==> src/rtl/his_builder_mc.sv <==
// Multi-channel dToF histogram builder: per-channel coarse/fine binning with saturating counters,
// peak tracking and a drop counter, drained bin by bin over a valid/ready port at acquisition end.
module his_builder_mc #(
  parameter  int NUM_CH       = 2,
  parameter  int NUM_BINS     = 8,
  parameter  int ADDR_W       = 6,
  parameter  int CNT_W        = 4,
  parameter  int COARSE_SHIFT = 3,
  localparam int BIN_W        = (NUM_BINS > 1) ? $clog2(NUM_BINS) : 1,
  localparam int CH_W         = (NUM_CH > 1) ? $clog2(NUM_CH) : 1
) (
  input  logic                      clk,
  input  logic                      res,
  input  logic [NUM_CH-1:0]         wr_en,
  input  logic [NUM_CH*ADDR_W-1:0]  addr,
  input  logic                      mode,
  input  logic [ADDR_W-1:0]         fine_base,
  input  logic                      acq_finish,
  output logic                      out_valid,
  input  logic                      out_ready,
  output logic [CH_W-1:0]           out_ch,
  output logic [BIN_W-1:0]          out_bin,
  output logic [CNT_W-1:0]          out_count,
  output logic [NUM_CH*BIN_W-1:0]   peak_bin,
  output logic [7:0]                drop_cnt,
  output logic                      busy,
  output logic                      done
);

  localparam logic [1:0] ST_ACQ   = 2'd0;
  localparam logic [1:0] ST_DRAIN = 2'd1;
  localparam logic [1:0] ST_DONE  = 2'd2;

  localparam logic [CNT_W-1:0]  CNT_MAX  = '1;
  localparam logic [ADDR_W:0]   NB_EXT   = (ADDR_W+1)'(NUM_BINS);
  localparam logic [CH_W-1:0]   LAST_CH  = CH_W'(NUM_CH - 1);
  localparam logic [BIN_W-1:0]  LAST_BIN = BIN_W'(NUM_BINS - 1);

  logic [1:0]        state_q, state_d;
  logic [CH_W-1:0]   rd_ch_q, rd_ch_d;
  logic [BIN_W-1:0]  rd_bin_q, rd_bin_d;
  logic [7:0]        drop_q, drop_d;

  logic [CNT_W-1:0]  bin_q      [NUM_CH][NUM_BINS];
  logic [CNT_W-1:0]  peak_cnt_q [NUM_CH];
  logic [BIN_W-1:0]  peak_bin_q [NUM_CH];

  logic [ADDR_W-1:0] chAddr    [NUM_CH];
  logic [ADDR_W-1:0] coarseIdx [NUM_CH];
  logic [ADDR_W:0]   fineDiff  [NUM_CH];
  logic [BIN_W-1:0]  wIdx      [NUM_CH];
  logic [CNT_W-1:0]  wCnt      [NUM_CH];
  logic [NUM_CH-1:0] inRange;
  logic [NUM_CH-1:0] hit;
  logic [NUM_CH-1:0] miss;

  logic [8:0]        dropInc;
  logic [8:0]        dropSum;
  logic              accept;
  logic              lastWord;

  // Fine mode subtracts one bit wider so a borrow flags addresses below the window start.
  always_comb begin
    for (int k = 0; k < NUM_CH; k++) begin
      chAddr[k]    = addr[k*ADDR_W +: ADDR_W];
      coarseIdx[k] = chAddr[k] >> COARSE_SHIFT;
      fineDiff[k]  = {1'b0, chAddr[k]} - {1'b0, fine_base};
      if (mode) begin
        inRange[k] = !fineDiff[k][ADDR_W] && (fineDiff[k] < NB_EXT);
        wIdx[k]    = fineDiff[k][BIN_W-1:0];
      end else begin
        inRange[k] = ({1'b0, coarseIdx[k]} < NB_EXT);
        wIdx[k]    = coarseIdx[k][BIN_W-1:0];
      end
      hit[k]  = (state_q == ST_ACQ) && wr_en[k] && inRange[k];
      miss[k] = (state_q == ST_ACQ) && wr_en[k] && !inRange[k];
      wCnt[k] = (bin_q[k][wIdx[k]] == CNT_MAX) ? CNT_MAX : bin_q[k][wIdx[k]] + CNT_W'(1);
    end
  end

  always_comb begin
    dropInc = '0;
    for (int k = 0; k < NUM_CH; k++) begin
      if (miss[k]) dropInc = dropInc + 9'd1;
    end
    dropSum = {1'b0, drop_q} + dropInc;
    drop_d  = (dropSum > 9'd255) ? 8'hFF : dropSum[7:0];
  end

  assign accept   = out_valid && out_ready;
  assign lastWord = (rd_ch_q == LAST_CH) && (rd_bin_q == LAST_BIN);

  always_comb begin
    state_d  = state_q;
    rd_ch_d  = rd_ch_q;
    rd_bin_d = rd_bin_q;
    case (state_q)
      ST_ACQ: begin
        if (acq_finish) state_d = ST_DRAIN;
      end
      ST_DRAIN: begin
        if (accept) begin
          if (lastWord) begin
            state_d  = ST_DONE;
            rd_ch_d  = '0;
            rd_bin_d = '0;
          end else if (rd_bin_q == LAST_BIN) begin
            rd_bin_d = '0;
            rd_ch_d  = rd_ch_q + CH_W'(1);
          end else begin
            rd_bin_d = rd_bin_q + BIN_W'(1);
          end
        end
      end
      ST_DONE:  state_d = ST_ACQ;
      default:  state_d = ST_ACQ;
    endcase
  end

  always_ff @(posedge clk or posedge res) begin
    if (res) begin
      state_q  <= ST_ACQ;
      rd_ch_q  <= '0;
      rd_bin_q <= '0;
      drop_q   <= '0;
    end else begin
      state_q  <= state_d;
      rd_ch_q  <= rd_ch_d;
      rd_bin_q <= rd_bin_d;
      drop_q   <= (state_q == ST_DONE) ? 8'd0 : drop_d;
    end
  end

  // Acquisition writes and readout clears never coincide because they belong to different states.
  always_ff @(posedge clk or posedge res) begin
    if (res) begin
      for (int k = 0; k < NUM_CH; k++) begin
        for (int b = 0; b < NUM_BINS; b++) begin
          bin_q[k][b] <= '0;
        end
      end
    end else begin
      for (int k = 0; k < NUM_CH; k++) begin
        if (hit[k]) bin_q[k][wIdx[k]] <= wCnt[k];
      end
      if (accept) bin_q[rd_ch_q][rd_bin_q] <= '0;
    end
  end

  // Strict comparison keeps the earliest bin on ties.
  always_ff @(posedge clk or posedge res) begin
    if (res) begin
      for (int k = 0; k < NUM_CH; k++) begin
        peak_cnt_q[k] <= '0;
        peak_bin_q[k] <= '0;
      end
    end else begin
      for (int k = 0; k < NUM_CH; k++) begin
        if (state_q == ST_DONE) begin
          peak_cnt_q[k] <= '0;
          peak_bin_q[k] <= '0;
        end else if (hit[k] && (wCnt[k] > peak_cnt_q[k])) begin
          peak_cnt_q[k] <= wCnt[k];
          peak_bin_q[k] <= wIdx[k];
        end
      end
    end
  end

  always_comb begin
    for (int k = 0; k < NUM_CH; k++) begin
      peak_bin[k*BIN_W +: BIN_W] = peak_bin_q[k];
    end
  end

  assign out_valid = (state_q == ST_DRAIN);
  assign busy      = (state_q == ST_DRAIN);
  assign done      = (state_q == ST_DONE);
  assign out_ch    = rd_ch_q;
  assign out_bin   = rd_bin_q;
  assign out_count = out_valid ? bin_q[rd_ch_q][rd_bin_q] : '0;
  assign drop_cnt  = drop_q;

endmodule

==> config.mk <==
export PLATFORM = sky130hd
export DESIGN_NAME = his_builder_mc
export DESIGN_NICKNAME = d
export VERILOG_FILES = /design/src/rtl/his_builder_mc.sv
export SDC_FILE = /design/constraint.sdc
export NUM_CORES = 1
export LEC_CHECK = 0
export BUFFER_PORTS_ARGS = -buffer_cell sky130_fd_sc_hd__buf_2
export CAP_MARGIN = 20
export CELL_PAD_IN_SITES_DETAIL_PLACEMENT = 0
export CELL_PAD_IN_SITES_GLOBAL_PLACEMENT = 1
export CORE_MARGIN = 2
export CORE_UTILIZATION = 50
export DETAILED_ROUTE_END_ITERATION = 8
export HOLD_SLACK_MARGIN = 0.02
export PLACE_DENSITY = 0.82
export SLEW_MARGIN = 20
export SYNTH_ARGS = -nofsm -noshare
export SYNTH_HDL_FRONTEND = slang
export SYNTH_SLANG_ARGS = --single-unit
==> constraint.sdc <==
create_clock -name clk -period 9.5 [get_ports clk]
set_input_delay 0.95 -clock clk [delete_from_list [all_inputs] [get_ports clk]]
set_output_delay 0.95 -clock clk [all_outputs]
set_load 0.02 [all_outputs]
==> run_results.csv, run 1 <==
group,metric,value,unit
pwr,p_leak,3.19,nW
min_path,hold_path_depth,1,
global_route,grt_usage,0.281,
clock_network,cts_root_buf,"clkbuf_16",
setup_path,criticalPathCategory,"in2reg",
cells_and_area,n_antenna_cell,0,
drt,drt_iter0_markers,405,
drt,dr.pass1.iters,5,
placed_design,port_buffers,49,
setup_path,reg2reg_slack,5410,ps
timing,period_minus_slack,5420,ps
yosys,ys_types,63,
timing,hold_ws,482,ps
min_path,min_from,"state_q[1]$_DFFE_PP0P_",
status,status,"finished, final reports clean",
clock_network,cts.clk_slew.worst_paths,70,ps
drt,routed_via_density,6.31,
floorplan,rows,40,
clock_network,cts_tree,"built",
global_route,grt_pass1_vias,5140,
cells_and_area,nFillCells,1101,
floorplan,initial_core_util,0.512,
cells_and_area,finalNetCount,747,
cells_and_area,final_core_util,0.566,
yosys,ys_seq_elements,92,
timing,tns,0,ps
placed_design,place_area,6460,um2
setup_path,timing.rr.end,"peak_bin[1]$_DFFE_PP0P_",
clock_network,cts_sinks,92,
global_route,grt_pass1_wl,28000,um
setup_path,r2r-start,"bin_q[56]$_DFF_PP0_",
setup_path,required,9700,ps
yosys,synth.area.top_cells,"dfrtp_1 38%, mux2i_1 7.2%, mux4_2 5.9%, ha_1 5.5%, nand2_1 4.8%",
yosys,synth_edf_count,0,
clock_network,numCtsBuffers,9,
yosys,synth_warnings,0,
pwr,power,1.35,mW
drt,wl_per_cell,20.7,um
cells_and_area,fin_cells,844,
timing,finalCritPeriodShare,0.570,
clock_network,ctsResizeCount,0,
placed_design,place_ws,3740,ps
clock_network,cts_setup_buffers,0,
global_route,overflow,0,
drt,via_count,5323,
yosys,synthCells,653,
global_route,grt_max_degree,61,
floorplan,die_width,115,um
clock_network,clk_latency,350,ps
cells_and_area,drive_above_1_share,0.151,
yosys,synth_async_sr_flop_share,1.00,
timing,max_freq,185,MHz
timing,relSlewSlack,0.344,
floorplan,fp.dieArea,13100,um2
placed_design,place_hpwl,13300,um
floorplan,die_height,115,um
yosys,synth.top_cell.area_share,0.376,
timing,setup_slack,4080,ps
cells_and_area,syn2layout_area_growth,10.6,%
pwr,power_density,200,nW/um2
clock_network,hold_buffers,0,
floorplan,num_io_pins,50,
drt,ant_nets,0,
timing,finClkSkew,8.56,ps
timing,grt_setup_unrepaired,"no",
timing,tightest_slew,983,ps
global_route,antenna_found_initial,0,
yosys,netlist_area,6120,um2
timing,finalHoldViolCount,0,
drt,drt-total-wl,17400,um
setup_path,path_max_fanout,10,
yosys,syn_area_per_cell,9.38,um2
setup_path,reg2regPathDepth,15,
yosys,ys_seq_area_frac,0.376,
min_path,hold_class,"reg2reg",
setup_path,critPathArrivalTime,5620,ps
yosys,yosysTopAreaCell,"dfrtp_1",
flow_run,max_cap_violations,0,
timing,setup_viol,0,
pwr,ir_drop,0.141,mV
setup_path,crit_path_start_kind,"primary input",
clock_network,cts_buffer_depth,2,
timing,drv_slew,0,
drt,drcViolationCount,0,
setup_path,end_kind,"register",
placed_design,dp_cells,827,
yosys,syn_nets,708,
min_path,hold_end,"state_q[0]$_DFFE_PP0P_",
cells_and_area,final_area,6770,um2
clock_network,h-tree-depth,3,
placed_design,gp_congestion,0.946,
yosys,ys.flop_type,"dfrtp_1",
floorplan,fp.coreArea,12000,um2
-- report_power, final --
group	internal (mW)	total (mW)	switching, mW
clock network	0.212	0.372	0.160
registers	0.444	0.532	0.0877
logic	0.180	0.449	0.269
total	0.836	1.35	0.517
-- flip-flops by register name (all words and copies together), names as in the netlist --
name and count:
bin_q 64, drop_cnt 8, peak_cnt_q 8, peak_bin 6, out_bin 3, state_q 2, out_ch 1
-- layout make-up --
type                            count  area, um2  area share
Multi-Input combinational cell    497       3560       0.526
Timing Repair Buffer               53        275      0.0407
Sequential cell                    92       2300       0.340
Clock inverter                      5       60.1     0.00887
Clock buffer                       11        243      0.0359
Tap cell                          147        184      0.0272
Inverter                           39        148      0.0218
-- metal layers --
metal,global-route usage,part of all wire
met5,0,0
met4,0.124,0.037
met3,0.0402,0.061
met2,0.448,0.48
met1,0.383,0.43
-- cell usage after synthesis, types with 5 or more instances --
| cell type | count |
|---|---|
| nor2_1 | 22 |
| o22ai_1 | 5 |
| mux2_2 | 7 |
| mux4_2 | 16 |
| a211oi_1 | 18 |
| a21o_1 | 7 |
| nor2b_1 | 6 |
| clkbuf_1 | 12 |
| nand2_1 | 78 |
| a21oi_1 | 53 |
| buf_2 | 9 |
| nor3b_1 | 9 |
| and3_1 | 19 |
| a22oi_1 | 8 |
| ha_1 | 27 |
| nand3_1 | 19 |
| nor3_1 | 22 |
| and2_1 | 8 |
| mux2i_1 | 44 |
| inv_1 | 39 |
| nand2b_1 | 11 |
| dfrtp_1 | 92 |
| o21ai_0 | 51 |
| nand4_1 | 7 |
-- how the worst max path moves through the flow --
stage / start / end / depth (start not counted)
4_1_cts: addr[0] / peak_bin[1]$_DFFE_PP0P_ / 19
6_report: addr[0] / peak_bin[1]$_DFFE_PP0P_ / 18
3_3_place_gp: addr[0] / peak_bin[1]$_DFFE_PP0P_ / 19
3_5_place_dp: addr[0] / peak_bin[1]$_DFFE_PP0P_ / 19
2_1_floorplan: addr[0] / peak_bin[0]$_DFFE_PP0P_ / 18
5_1_grt: addr[0] / peak_cnt_q[7]$_DFFE_PP0P_ / 19
-- worst max-delay path, stage by stage --
cell	delay [ps]
buf_2	80
inv_1	40
ha_1	220
fa_1	620
nor2b_1	100
a21oi_1	380
a211oi_1	110
nor4_1	440
ha_1	300
a21oi_1	760
inv_1	110
ha_1	320
nor2b_1	120
o21ai_0	80
nand2b_1	70
a21oi_1	90
nor3_2	630
o21ai_0	210
-- layout by cell type (no fill, tap or decap), types with 4 or more instances in the layout --
cell type   n
mux4_2     16
and3_1     19
o21ai_0    51
nor2_1     22
dfrtp_1    92
a21oi_1    53
nand2_1    78
nor3b_1     9
o22ai_1     5
inv_1      38
mux2_2      7
a211oi_1   18
a21o_1      7
buf_2      49
mux2i_1    44
nor2b_1     6
nand3_1    19
nand2b_1   11
clkbuf_16   9
and2_1      8
xor2_1      4
nand4_1     7
a22oi_1     8
ha_1       27
nor3_1     22
-- logic make-up after synthesis --
kind of cell    Yosys count  share of synthesized area
flops                    92                      0.376
simple gates            215                      0.177
mux                      68                      0.146
buf+inv                  64                     0.0429
fa+ha+maj                30                     0.0650
compound gates          177                      0.183
xor+xnor                  7                     0.0100
(Power assumes the default switching activity.)
==> run 2, diff against run 1 <==
- CORE_UTILIZATION: 50 -> 47
- PLACE_DENSITY: 0.82 -> 0.77
- clock period: 9.5 -> 5.35 ns (I/O delays scaled with it)
==> run_results.csv, run 2 (same netlist as run 1, synthesis figures left out) <==
group,metric,value,unit
drt,dr.pass1.iters,5,
clock_network,clk_latency,350,ps
min_path,hold_class,"in2async",
setup_path,end_kind,"register",
timing,tns,0,ps
clock_network,hold_buffers,0,
clock_network,ctsResizeCount,0,
placed_design,dp_cells,857,
global_route,grt_pass1_vias,5088,
cells_and_area,final_common_cell,"dfrtp_1",
setup_path,critPathArrivalTime,4690,ps
drt,via_count,5296,
timing,grt_setup_unrepaired,"no",
drt,ant_nets,0,
setup_path,path_max_fanout,10,
placed_design,gp_congestion,0.942,
global_route,grt_pass1_wl,28400,um
clock_network,cts_sinks,92,
floorplan,die_width,118,um
cells_and_area,largest_reg_flops,64,
global_route,overflow,0,
floorplan,fp.coreArea,12700,um2
drt,drt-total-wl,17700,um
timing,finalCritPeriodShare,0.833,
timing,period_minus_slack,4460,ps
drt,drt_iter0_markers,404,
cells_and_area,syn2layout_area_growth,10.9,%
pwr,power_density,343,nW/um2
cells_and_area,n_antenna_cell,0,
timing,finalHoldViolCount,0,
global_route,antenna_found_initial,0,
clock_network,cts.clk_slew.worst_paths,60,ps
cells_and_area,finalNetCount,751,
clock_network,h-tree-depth,3,
drt,routed_via_density,6.07,
pwr,power,2.33,mW
pwr,ir_drop,0.182,mV
floorplan,num_io_pins,50,
floorplan,rows,41,
status,status,"finished, final reports clean",
clock_network,numCtsBuffers,9,
floorplan,fp.dieArea,14000,um2
clock_network,cts_setup_buffers,0,
cells_and_area,drive_above_1_share,0.153,
placed_design,port_buffers,49,
clock_network,cts_tree,"built",
floorplan,initial_core_util,0.483,
timing,tightest_slew,917,ps
cells_and_area,fin_cells,872,
global_route,met3_usage,0.0391,
global_route,grt_max_degree,49,
floorplan,die_height,118,um
timing,drv_slew,0,
global_route,busiest_layer,"met2",
cells_and_area,mostFrequentLayoutCells,"92 x dfrtp_1, 78 x nand2_1, 53 x a21oi_1",
timing,relSlewSlack,0.389,
setup_path,r2r-start,"bin_q[40]$_DFF_PP0_",
cells_and_area,regMostFlops,"bin_q",
setup_path,timing.rr.end,"peak_bin[1]$_DFFE_PP0P_",
flow_run,max_cap_violations,0,
setup_path,criticalPathCategory,"in2reg",
timing,hold_ws,321,ps
timing,finClkSkew,7.42,ps
setup_path,reg2reg_slack,1930,ps
pwr,p_leak,3.19,nW
placed_design,place_hpwl,13600,um
setup_path,crit_path_start_kind,"primary input",
drt,drcViolationCount,0,
global_route,grt_use_met1,0.368,
setup_path,reg2regPathDepth,18,
clock_network,cts_root_buf,"clkbuf_16",
global_route,grt_usage,0.263,
timing,max_freq,224,MHz
timing,setup_viol,0,
drt,wl_per_cell,20.3,um
clock_network,cts_buffer_depth,2,
setup_path,required,5580,ps
global_route,met2_usage,0.402,
## run 2: critical path: stages
cell and delay [ps]:
buf_2 70, inv_1 30, ha_1 220, fa_1 630, nor2b_1 110, a21oi_1 430
a211oi_1 120, nor4_1 470, ha_1 250, inv_1 50, nor2_1 210, a21o_1 400
inv_1 90, ha_1 300, o21ai_0 80, nand2b_1 70, a21oi_1 190, nor3_2 60
buf_4 200, nand3_1 80, o21ai_0 80
## run 2: metrics by stage
step | util | cell area (um2) | setup WS (ps)
6_report | 0.536 | 6790 | 892
5_1_grt | 0.536 | 6790 | 514
4_1_cts | 0.536 | 6790 | 909
3_5_place_dp | 0.515 | 6530 | 557
3_3_place_gp | 0.515 | 6530 | 698
2_1_floorplan | - | 6120 | 979
## run 2: worst max-delay path by stage
stage,from,end,slack (ps),cells after the start
2_1_floorplan,addr[0],peak_bin[0]$_DFFE_PP0P_,980,18
3_3_place_gp,addr[0],peak_bin[1]$_DFFE_PP0P_,700,21
3_5_place_dp,addr[0],peak_bin[1]$_DFFE_PP0P_,560,21
4_1_cts,addr[0],peak_bin[0]$_DFFE_PP0P_,910,21
5_1_grt,addr[0],peak_bin[0]$_DFFE_PP0P_,510,21
6_report,addr[0],peak_bin[1]$_DFFE_PP0P_,890,21
## run 2: final cells by class
cell class	count	area, um2
timing repair buffer	57	305
tap	172	215
fill	1210	5880
clock buffer	11	233
sequential	92	2300
multi-input combinational	497	3560
inverter	39	148
clock inverter	4	26.3
## run 2: per-layer routing
layer / up-vias / part of all wire
li1: 2494 / -
met1: 2603 / 0.45
met2: 158 / 0.46
met3: 41 / 0.056
met4: 0 / 0.037
met5: - / 0
## run 2: report_power, final
part | internal, mW | total [mW] | switching [mW] | leakage, nW
clock | 0.313 | 0.579 | 0.267 | 0.126
sequential | 0.789 | 0.945 | 0.156 | 1.19
combinational | 0.329 | 0.807 | 0.478 | 1.87
==> run 3, diff against run 2 <==
- clock period: 5.35 -> 4.4 ns (I/O delays scaled with it)
==> run_results.csv, run 3 (same netlist as run 1, synthesis figures left out) <==
group,metric,value,unit
status,status,"finished, final reports clean",
setup_path,r2r-start,"bin_q[48]$_DFF_PP0_",
timing,tightest_slew,949,ps
clock_network,ctsResizeCount,0,
floorplan,die_height,118,um
setup_path,critPathSlowestCell,"fa_1",
setup_path,path_max_fanout,9,
floorplan,fp.dieArea,14000,um2
drt,drcViolationCount,0,
placed_design,gp_congestion,0.949,
min_path,hold_class,"in2async",
placed_design,port_buffers,49,
pwr,power_density,437,nW/um2
cells_and_area,final_common_cell,"dfrtp_1",
pwr,power,3.06,mW
cells_and_area,multi_input_area,3560,um2
setup_path,criticalPathCategory,"in2reg",
setup_path,critical-path-top-delay-family,"simple AND/OR/NAND/NOR gates",
setup_path,critPathArrivalTime,4310,ps
drt,routed_via_density,6.07,
clock_network,numCtsBuffers,9,
pwr,ir_drop,0.225,mV
drt,drt-total-wl,18700,um
cells_and_area,drive_above_1_share,0.179,
setup_path,path_cells,"buf_2 > inv_1 > ha_1 > fa_1 > nor2b_1 > a21oi_1 > a211oi_1 > or4_4 > nor4b_2 > mux2_4 > inv_1 > ha_1 > nand4_1 > nand3_1 > nor3_4 > mux2i_1",
cells_and_area,finalNetCount,770,
setup_path,timing.rr.end,"peak_cnt_q[7]$_DFFE_PP0P_",
cells_and_area,n_antenna_cell,0,
drt,ant_nets,0,
timing,setup_viol,0,
flow_run,max_cap_violations,0,
placed_design,place_hpwl,14200,um
global_route,overflow,0,
floorplan,fp.coreArea,12700,um2
clock_network,h-tree-depth,3,
setup_path,required,4670,ps
global_route,grt_pass1_vias,5391,
setup_path,crit_path_start_kind,"primary input",
setup_path,slowest_delay,590,ps
global_route,grt_pass1_wl,30100,um
clock_network,cts_buffer_depth,2,
clock_network,cts.clk_slew.worst_paths,70,ps
pwr,p_leak,3.31,nW
clock_network,cts_sinks,92,
global_route,grt_usage,0.276,
floorplan,die_width,118,um
cells_and_area,register_area,2300,um2
global_route,antenna_found_initial,0,
setup_path,end_kind,"register",
clock_network,clk_latency,360,ps
drt,wl_per_cell,20.9,um
placed_design,place_ws,-167,ps
timing,setup_slack,362,ps
floorplan,initial_core_util,0.483,
timing,period_minus_slack,4040,ps
floorplan,num_io_pins,50,
timing,drv_slew,0,
setup_path,reg2reg_slack,1200,ps
cells_and_area,syn2layout_area_growth,14.3,%
setup_path,reg2regPathDepth,16,
timing,finalHoldViolCount,0,
drt,via_count,5418,
timing,max_freq,248,MHz
cells_and_area,regMostFlops,"bin_q",
timing,finClkSkew,13.3,ps
cells_and_area,largest_reg_flops,64,
timing,grt_setup_unrepaired,"no",
global_route,grt_max_degree,53,
setup_path,crit_buf_inv,3,
clock_network,cts_root_buf,"clkbuf_16",
drt,dr.pass1.iters,6,
drt,drt_iter0_markers,397,
floorplan,rows,41,
clock_network,cts_setup_buffers,0,
cells_and_area,mostFrequentLayoutCells,"92 x dfrtp_1, 78 x nand2_1, 53 x a21oi_1",
clock_network,cts_tree,"built",
clock_network,hold_buffers,0,
timing,finalCritPeriodShare,0.918,
timing,hold_ws,249,ps
cells_and_area,nFillCells,1204,
timing,relSlewSlack,0.368,
==> run 3: layer usage <==
| metal | GRT usage | vias to the layer above | part of all wire |
|---|---|---|---|
| met5 | 0 | - | 0 |
| met4 | 0.0941 | 0 | 0.024 |
| met3 | 0.0396 | 34 | 0.043 |
| met2 | 0.444 | 166 | 0.48 |
| met1 | 0.383 | 2679 | 0.45 |
| li1 | - | 2539 | - |
==> run 3: layout make-up <==
cell class,instances,share of cell area
Clock buffer,9,0.0322
Clock inverter,7,0.0139
Inverter,39,0.0211
Multi-Input combinational cell,497,0.509
Sequential cell,92,0.329
Tap cell,172,0.0307
Timing Repair Buffer,76,0.0640
==> run 3: report_power, final <==
group          switching [mW]  internal [mW]
sequential              0.225          0.958
clock                   0.360          0.501
combinational           0.583          0.429
total                    1.17           1.89
==> run 3: metrics by stage <==
stage	area, um2	TNS [ps]	std cells	utilization
floorplan	6120	0	653	-
global placement	6670	0	876	0.526
detailed placement	6670	-952	876	0.526
CTS	6990	0	892	0.552
global route	7000	0	892	0.552
finish	7000	0	892	0.552
==> run 3: worst reg2reg max path, cell delays in order (launching register included) <==
cell and delay [ps]:
dfrtp_1 470, nor3b_1 80, a21oi_1 120, nor2_1 50, o32a_1 390, nor2_1 170
ha_1 180, inv_1 50, nor2_1 170, a21o_1 160, inv_1 50, ha_1 280
o21ai_0 80, nand2b_1 70, a21oi_1 100, nor3_4 430, mux2i_1 250
==> run 3: worst max-delay path by stage <==
stage	cells after the start	slack (ps)	startpoint	endpoint
2_1_floorplan	18	120	addr[0]	peak_bin[0]$_DFFE_PP0P_
5_1_grt	20	50	addr[0]	peak_cnt_q[5]$_DFFE_PP0P_
3_3_place_gp	16	4	addr[0]	peak_bin[0]$_DFFE_PP0P_
3_5_place_dp	16	-170	addr[0]	peak_bin[0]$_DFFE_PP0P_
4_1_cts	16	210	addr[0]	peak_cnt_q[7]$_DFFE_PP0P_
6_report	16	360	addr[0]	peak_cnt_q[7]$_DFFE_PP0P_
